## src/rtl/tankb_pf_fetch_if.sv

```systemverilog
// -----------------------------------------------------------------------------
// tankb_pf_fetch_if
// Bus bundle between the playfield fetcher and its memories / video mixer.
//   vram_addr  : tile VRAM address {row[4:0], col[4:0]}      (fetcher -> VRAM)
//   vram_data  : tile code read back from VRAM                (VRAM -> fetcher)
//   rom_addr   : character ROM address {code[7:0], line[2:0]} (fetcher -> ROM)
//   rom_data   : pattern byte, MSB = leftmost pixel           (ROM -> fetcher)
//   pf_pix     : serialized playfield pixel                   (fetcher -> mixer)
//   pf_color   : colour of the tile currently being shown     (fetcher -> mixer)
//   pf_valid   : current pixel lies in the visible area       (fetcher -> mixer)
// Modports: master = fetcher side, slave = memory / mixer side.
// -----------------------------------------------------------------------------
interface tankb_pf_fetch_if #(
    parameter int COLOR_W = 3
);
    logic [9:0]         vram_addr;
    logic [7:0]         vram_data;
    logic [10:0]        rom_addr;
    logic [7:0]         rom_data;
    logic               pf_pix;
    logic [COLOR_W-1:0] pf_color;
    logic               pf_valid;

    modport master (
        output vram_addr,
        input  vram_data,
        output rom_addr,
        input  rom_data,
        output pf_pix,
        output pf_color,
        output pf_valid
    );

    modport slave (
        input  vram_addr,
        output vram_data,
        input  rom_addr,
        output rom_data,
        input  pf_pix,
        input  pf_color,
        input  pf_valid
    );
endinterface

```

## src/rtl/tankb_pf_fetch.sv

```systemverilog
// -----------------------------------------------------------------------------
// tankb_pf_fetch
// Playfield tile fetch and pixel serializer. During tile column c the block
// fetches the tile code and pattern byte for column c+1, then loads them into
// the pixel shifter at phase 7 so column c+1 starts exactly on its own H count.
//
// Ports:
//   clk     : master clock
//   nRESET  : asynchronous active-low reset
//   pix_ce  : one-clk pixel enable; every register advances only when high
//   h_cnt   : {H256..H1} horizontal count, h_cnt[2:0] is the fetch phase
//   v_cnt   : {V128..V1} vertical count
//   vblank  : vertical blanking, forces pf_valid low for loaded tiles
//   flip    : screen flip, only present when TANKB_PF_FLIP_EN is defined
//   bus     : tankb_pf_fetch_if.master (VRAM/ROM addresses and data,
//             pf_pix / pf_color / pf_valid towards the mixer)
//
// Build option: define TANKB_PF_FLIP_EN to add the flip port. When flip is
// sampled high at phase 0 the tile address and pattern line are inverted and
// that tile is shifted out LSB first.
// -----------------------------------------------------------------------------
module tankb_pf_fetch #(
    parameter int COLOR_W = 3
) (
    input  logic             clk,
    input  logic             nRESET,
    input  logic             pix_ce,
    input  logic [8:0]       h_cnt,
    input  logic [7:0]       v_cnt,
    input  logic             vblank,
`ifdef TANKB_PF_FLIP_EN
    input  logic             flip,
`endif
    tankb_pf_fetch_if.master bus
);

    logic flip_s;
`ifdef TANKB_PF_FLIP_EN
    assign flip_s = flip;
`else
    assign flip_s = 1'b0;
`endif

    logic [9:0]         vram_addr_r, vram_addr_n;
    logic [10:0]        rom_addr_r,  rom_addr_n;
    logic [7:0]         code_r,      code_n;
    logic [7:0]         pat_r,       pat_n;
    logic [COLOR_W-1:0] col_r,       col_n;
    logic [7:0]         shifter_r,   shifter_n;
    logic [COLOR_W-1:0] pf_color_r,  pf_color_n;
    logic               pf_valid_r,  pf_valid_n;
    // armed_r blocks phases 2/4/7 after reset until a fresh phase-0 fetch ran,
    // so stale memory data never reaches the shifter.
    logic               armed_r,     armed_n;
    logic               flip_tile_r, flip_tile_n;
    logic               flip_disp_r, flip_disp_n;

    logic [2:0]         phase_s;
    logic [4:0]         col_next_s;
    logic [9:0]         fetch_addr_s;
    logic [2:0]         line_s;
    logic               nh_msb_s;
    logic [7:0]         shift_s;

    // Tile address, pattern line, next-pixel visibility and shifted pattern.
    always_comb begin
        phase_s      = h_cnt[2:0];
        col_next_s   = h_cnt[7:3] + 5'd1;
        fetch_addr_s = {v_cnt[7:3], col_next_s};
        line_s       = flip_tile_r ? ~v_cnt[2:0] : v_cnt[2:0];
        // Bit 8 of (h_cnt + 1): flips exactly when the low byte carries out.
        nh_msb_s     = h_cnt[8] ^ (&h_cnt[7:0]);
        shift_s      = flip_disp_r ? {1'b0, shifter_r[7:1]} : {shifter_r[6:0], 1'b0};
    end

    // Per-phase fetch and serializer actions; everything holds without pix_ce.
    always_comb begin
        vram_addr_n = vram_addr_r;
        rom_addr_n  = rom_addr_r;
        code_n      = code_r;
        pat_n       = pat_r;
        col_n       = col_r;
        shifter_n   = shifter_r;
        pf_color_n  = pf_color_r;
        pf_valid_n  = pf_valid_r;
        armed_n     = armed_r;
        flip_tile_n = flip_tile_r;
        flip_disp_n = flip_disp_r;
        if (pix_ce) begin
            shifter_n = shift_s;
            case (phase_s)
                3'd0: begin
                    vram_addr_n = flip_s ? ~fetch_addr_s : fetch_addr_s;
                    flip_tile_n = flip_s;
                    armed_n     = 1'b1;
                end
                3'd2: begin
                    if (armed_r) begin
                        code_n     = bus.vram_data;
                        rom_addr_n = {bus.vram_data, line_s};
                    end else begin
                        code_n     = code_r;
                    end
                end
                3'd4: begin
                    if (armed_r) begin
                        pat_n = bus.rom_data;
                        col_n = code_r[7:8-COLOR_W];
                    end else begin
                        pat_n = pat_r;
                    end
                end
                3'd7: begin
                    if (armed_r) begin
                        shifter_n   = pat_r;
                        pf_color_n  = col_r;
                        pf_valid_n  = nh_msb_s & ~vblank;
                        flip_disp_n = flip_tile_r;
                    end else begin
                        shifter_n   = shifter_r;
                    end
                end
                default: begin
                    shifter_n = shift_s;
                end
            endcase
        end else begin
            shifter_n = shifter_r;
        end
    end

    // State register with asynchronous clear of the whole pipeline.
    always_ff @(posedge clk or negedge nRESET) begin
        if (!nRESET) begin
            vram_addr_r <= 10'd0;
            rom_addr_r  <= 11'd0;
            code_r      <= 8'd0;
            pat_r       <= 8'd0;
            col_r       <= '0;
            shifter_r   <= 8'd0;
            pf_color_r  <= '0;
            pf_valid_r  <= 1'b0;
            armed_r     <= 1'b0;
            flip_tile_r <= 1'b0;
            flip_disp_r <= 1'b0;
        end else begin
            vram_addr_r <= vram_addr_n;
            rom_addr_r  <= rom_addr_n;
            code_r      <= code_n;
            pat_r       <= pat_n;
            col_r       <= col_n;
            shifter_r   <= shifter_n;
            pf_color_r  <= pf_color_n;
            pf_valid_r  <= pf_valid_n;
            armed_r     <= armed_n;
            flip_tile_r <= flip_tile_n;
            flip_disp_r <= flip_disp_n;
        end
    end

    assign bus.vram_addr = vram_addr_r;
    assign bus.rom_addr  = rom_addr_r;
    assign bus.pf_color  = pf_color_r;
    assign bus.pf_valid  = pf_valid_r;
    // Gated register output: the visible bit depends on the tile's direction.
    assign bus.pf_pix    = pf_valid_r & (flip_disp_r ? shifter_r[0] : shifter_r[7]);

endmodule
```

## src/flat_wrapper.sv

```systemverilog
// flat-port wrapper written by rule: the top's interface ports become plain ports
module tankb_pf_fetch_flat 
#(
    parameter int COLOR_W = 3
)
  (clk, nRESET, pix_ce, h_cnt, v_cnt, vblank, bus_vram_addr, bus_vram_data, bus_rom_addr, bus_rom_data, bus_pf_pix, bus_pf_color, bus_pf_valid);
  tankb_pf_fetch_if #(.COLOR_W(COLOR_W)) bus_i ();
  input  logic clk;
  input  logic nRESET;
  input  logic pix_ce;
  input  logic [8:0] h_cnt;
  input  logic [7:0] v_cnt;
  input  logic vblank;
  output wire logic [$bits(bus_i.vram_addr)-1:0] bus_vram_addr;
  input wire logic [$bits(bus_i.vram_data)-1:0] bus_vram_data;
  output wire logic [$bits(bus_i.rom_addr)-1:0] bus_rom_addr;
  input wire logic [$bits(bus_i.rom_data)-1:0] bus_rom_data;
  output wire logic [$bits(bus_i.pf_pix)-1:0] bus_pf_pix;
  output wire logic [$bits(bus_i.pf_color)-1:0] bus_pf_color;
  output wire logic [$bits(bus_i.pf_valid)-1:0] bus_pf_valid;
  assign bus_vram_addr = bus_i.vram_addr;
  assign bus_i.vram_data = bus_vram_data;
  assign bus_rom_addr = bus_i.rom_addr;
  assign bus_i.rom_data = bus_rom_data;
  assign bus_pf_pix = bus_i.pf_pix;
  assign bus_pf_color = bus_i.pf_color;
  assign bus_pf_valid = bus_i.pf_valid;
  tankb_pf_fetch #(.COLOR_W(COLOR_W)) u_core (.clk(clk), .nRESET(nRESET), .pix_ce(pix_ce), .h_cnt(h_cnt), .v_cnt(v_cnt), .vblank(vblank), .bus(bus_i));
endmodule
```

## config.mk

```make
export PLATFORM = sky130hd
export DESIGN_NAME = tankb_pf_fetch_flat
export DESIGN_NICKNAME = d
export VERILOG_FILES = /design/src/rtl/tankb_pf_fetch_if.sv /design/src/rtl/tankb_pf_fetch.sv /design/src/flat_wrapper.sv
export SDC_FILE = /design/constraint.sdc
export NUM_CORES = 1
export LEC_CHECK = 0
export ABC_AREA = 0
export CORE_ASPECT_RATIO = 1.2
export CORE_MARGIN = 2
export CORE_UTILIZATION = 55
export CTS_CLUSTER_DIAMETER = 120
export DETAILED_ROUTE_END_ITERATION = 8
export DONT_BUFFER_PORTS = 1
export PLACE_DENSITY = 0.7
export SLEW_MARGIN = 20
export SYNTH_ARGS = -nofsm -noshare
export SYNTH_HDL_FRONTEND = slang
export SYNTH_SLANG_ARGS = --single-unit
```

## constraint.sdc

```tcl
create_clock -name clk -period 1.95 [get_ports clk]
set_input_delay 0.39 -clock clk [delete_from_list [all_inputs] [get_ports clk]]
set_output_delay 0.39 -clock clk [all_outputs]
set_load 0.05 [all_outputs]
```

==> run metrics <==
status=finished, final reports clean; CTS tree=done; drt drc=0; count of pins over their slew limit=0; syn avg cell area=around 14 sq um; via count=~1100; crit path DAT=roughly 1.1 ns; vias in the first global route=roughly 1100; final period demand of the worst path=approximately 1.5 ns; cell count after synthesis=between 100 and 150; Routed met3 length=around 280 microns; area leader, netlist=dfrtp_1; layout cells sized above 1=0.336; Critical Path Slowest Stage Cell=and2_1; worst-margin pin slew=~0.56 ns; met2 WL=between 1500 and 2000 microns; CTS Sinks=45; Crit path buffers/inverters=0; Post-DP Area=about 1900 sq um; Antenna Nets Post-Route=0; CTS H-tree lvls=2; final core utilization=0.630; pin count of the biggest net entering global routing=46; # hold bufs at CTS=2; Antenna diodes=0; Post-DP HPWL=around 2500 microns; gp weighted congestion=~0.71; Area contributors post-synth=dfrtp_1 59%, mux2_2 12%, mux2_4 7.9%; synthesized flop and latch total=45; Worst R2R End=u_core.pat_r[3]; ys async rst share=1.00; Design Power=0.00302 W; Max Buffers Root-to-Sink=2; drt pass-1 iters=4; cts bufs inserted=5; critical path peak fanout=2; most frequent cells after synthesis=45 x dfrtp_1, 21 x mux2_2, 10 x mux2_4; Routed WL per cell=19.8 microns; peak supply drop=~1.0 mV; Setup Fix Bufs, Post-CTS=0; CP Data Required Time=1.56 ns; Finish-stage setup viols=0; Top delay family on crit path=simple AND/OR/NAND/NOR gates; period utilization=0.761; Final #Nets=177; post-route cell area=2100 sq um; Max stage delay on crit path=between 0.4 and 0.5 ns; Max-Cap Viols=0; FMAX=~0.67 GHz; Rows=23; die area=~4000 sq um; crit path launch=u_core.shifter_r[7]; Die Y=between 60 and 70 microns; cts repair resizes=0; Seq/Total Area, Yosys=0.589; R2R cell count=3; HP Class=in2reg; Fin. Hold Viols=0; setup TNS=0 ns; Initial Util=0.572; root buffer cell=clkbuf_8; top cell type's share of synthesized area=0.589; GRT Total Usage=0.187; area occupied by multi-input gates=742 sq um; Final Skew=0.00468 ns; latest clock arrival within the worst-skew pair=a little under 0.3 ns; syn nets=171; CP Cell Sequence=and2_1; relative slew slack=0.627; top sig layer=met4; Setup crit end kind=output pin; Vias/cell=6.14; count leader, synth=dfrtp_1; RSZ-0062 raised after global routing=false; # IOs=between 60 and 70; Post-synth EDFFs=0; P&R area growth vs syn=10.2%; gr ovfl total=0; Chip Width=around 58 microns; pwr/cell area=between 1000 and 1500 nW/um^2; Synth cell types=29; CP endpoint=bus_pf_pix; M1 wire length=around 1400 microns; Mapped Area=approximately 1900 sq um; initial antenna violation count=0; flop-to-flop setup slack=0.48 ns; worst r2r src=u_core.armed_r; Most used DFF post-synth=dfrtp_1; Leak=approximately 0.95 nW; global-route wire length before repair=approximately 5400 microns; crit start category=register; Synth Warn #=0; Fill cells=between 200 and 300; critical path depth=1; final wirelength=3510 microns; register area=1130 sq um; initial drt markers=38; WS Path Type=reg2out; Core Footprint=approximately 3300 sq um; Worst-path clk slew=0.08 ns; Port-buffer cells=0
## how the worst min path moves through the flow
stage | slack [ns] | start | endpoint | cells after the start
after detailed placement | 0.1 | nRESET | u_core.pat_r[4] | 0
after floorplan | 0.09 | nRESET | u_core.armed_r | 0
after global placement | 0.1 | nRESET | u_core.pat_r[5] | 0
after CTS | 0.17 | pix_ce | u_core.shifter_r[7] | 1
after global routing | 0.16 | pix_ce | u_core.shifter_r[6] | 1
final | 0.17 | pix_ce | u_core.shifter_r[1] | 1
## per-stage QoR
stage	hold slack [ns]	std cells	worst slack (ns)
finish	0.174	177	0.466
global route	0.162	177	0.387
CTS	0.167	177	0.454
detailed placement	0.0955	167	0.415
global placement	0.0955	167	0.464
floorplan	0.0944	133	0.448
## layout by cell type (no fill, tap or decap)
master / synthesis / routed
o22ai_1: 8 / 8
a2bb2oi_1: 7 / 7
o211ai_1: 1 / 1
nand4b_1: 1 / 1
and2_1: 2 / 2
mux2_2: 21 / 21
bufinv_16: 0 / 2
xnor2_1: 1 / 1
or4_1: 1 / 1
nand3_2: 1 / 1
dlygate4sd3_1: 0 / 1
ha_1: 1 / 1
buf_4: 0 / 2
nor4b_4: 1 / 1
inv_1: 3 / 3
clkbuf_8: 0 / 5
o21ai_0: 1 / 1
a21oi_1: 3 / 3
mux2_4: 10 / 10
xor2_1: 2 / 2
buf_12: 0 / 1
nand3_1: 3 / 3
a311o_1: 1 / 1
dfrtp_1: 45 / 45
or2_2: 1 / 1
mux2i_1: 1 / 1
and3_1: 2 / 2
a21boi_2: 1 / 1
clkinv_2: 0 / 1
nand4_1: 2 / 2
nor2_1: 5 / 5
nand2_1: 2 / 2
or3_4: 1 / 1
## registers in the layout (all words and copies together) (netlist names)
register and count:
u_core.bus.rom_addr 3, u_core.armed_r 1, u_core.pat_r 8, u_core.code_r 8, u_core.bus.pf_valid 1, u_core.col_r 3, u_core.bus.vram_addr 10, u_core.shifter_r 8
u_core.bus.pf_color 3
## cell families (layout without fill, tap and decap cells)
kind of cell / after synthesis / count (layout) / synth area share
adder cells (fa/ha/maj): 1 / 1 / 0.00655
AO/OA/AOI/OAI: 22 / 22 / 0.0838
multiplexers: 32 / 32 / 0.208
AND/OR/NAND/NOR: 22 / 22 / 0.0766
flip-flops: 45 / 45 / 0.589
buffers and inverters: 8 / 15 / 0.0223
XOR/XNOR: 3 / 3 / 0.0138
## report_power, final
group	leakage (nW)	internal, W	total [W]	switching (W)
combinational	0.341	0.000257	0.000401	0.000145
sequential	0.538	0.00116	0.00181	0.000644
clock	0.0681	0.000509	0.000807	0.000299
total	0.947	0.00193	0.00302	0.00109
## per-layer routing
layer,vias up,GRT usage
met1,550,0.214
met4,0,0.0436
met5,-,0
met2,36,0.324
li1,498,-
met3,2,0.0840
## layout make-up
cell class,count,area share
timing repair buffer,4,0.0214
tap,37,0.0220
inverter,3,0.00535
clock buffer,5,0.0327
multi-input combinational,80,0.353
sequential,45,0.535
clock inverter,3,0.0309
Power figures use the tool's default switching activity.
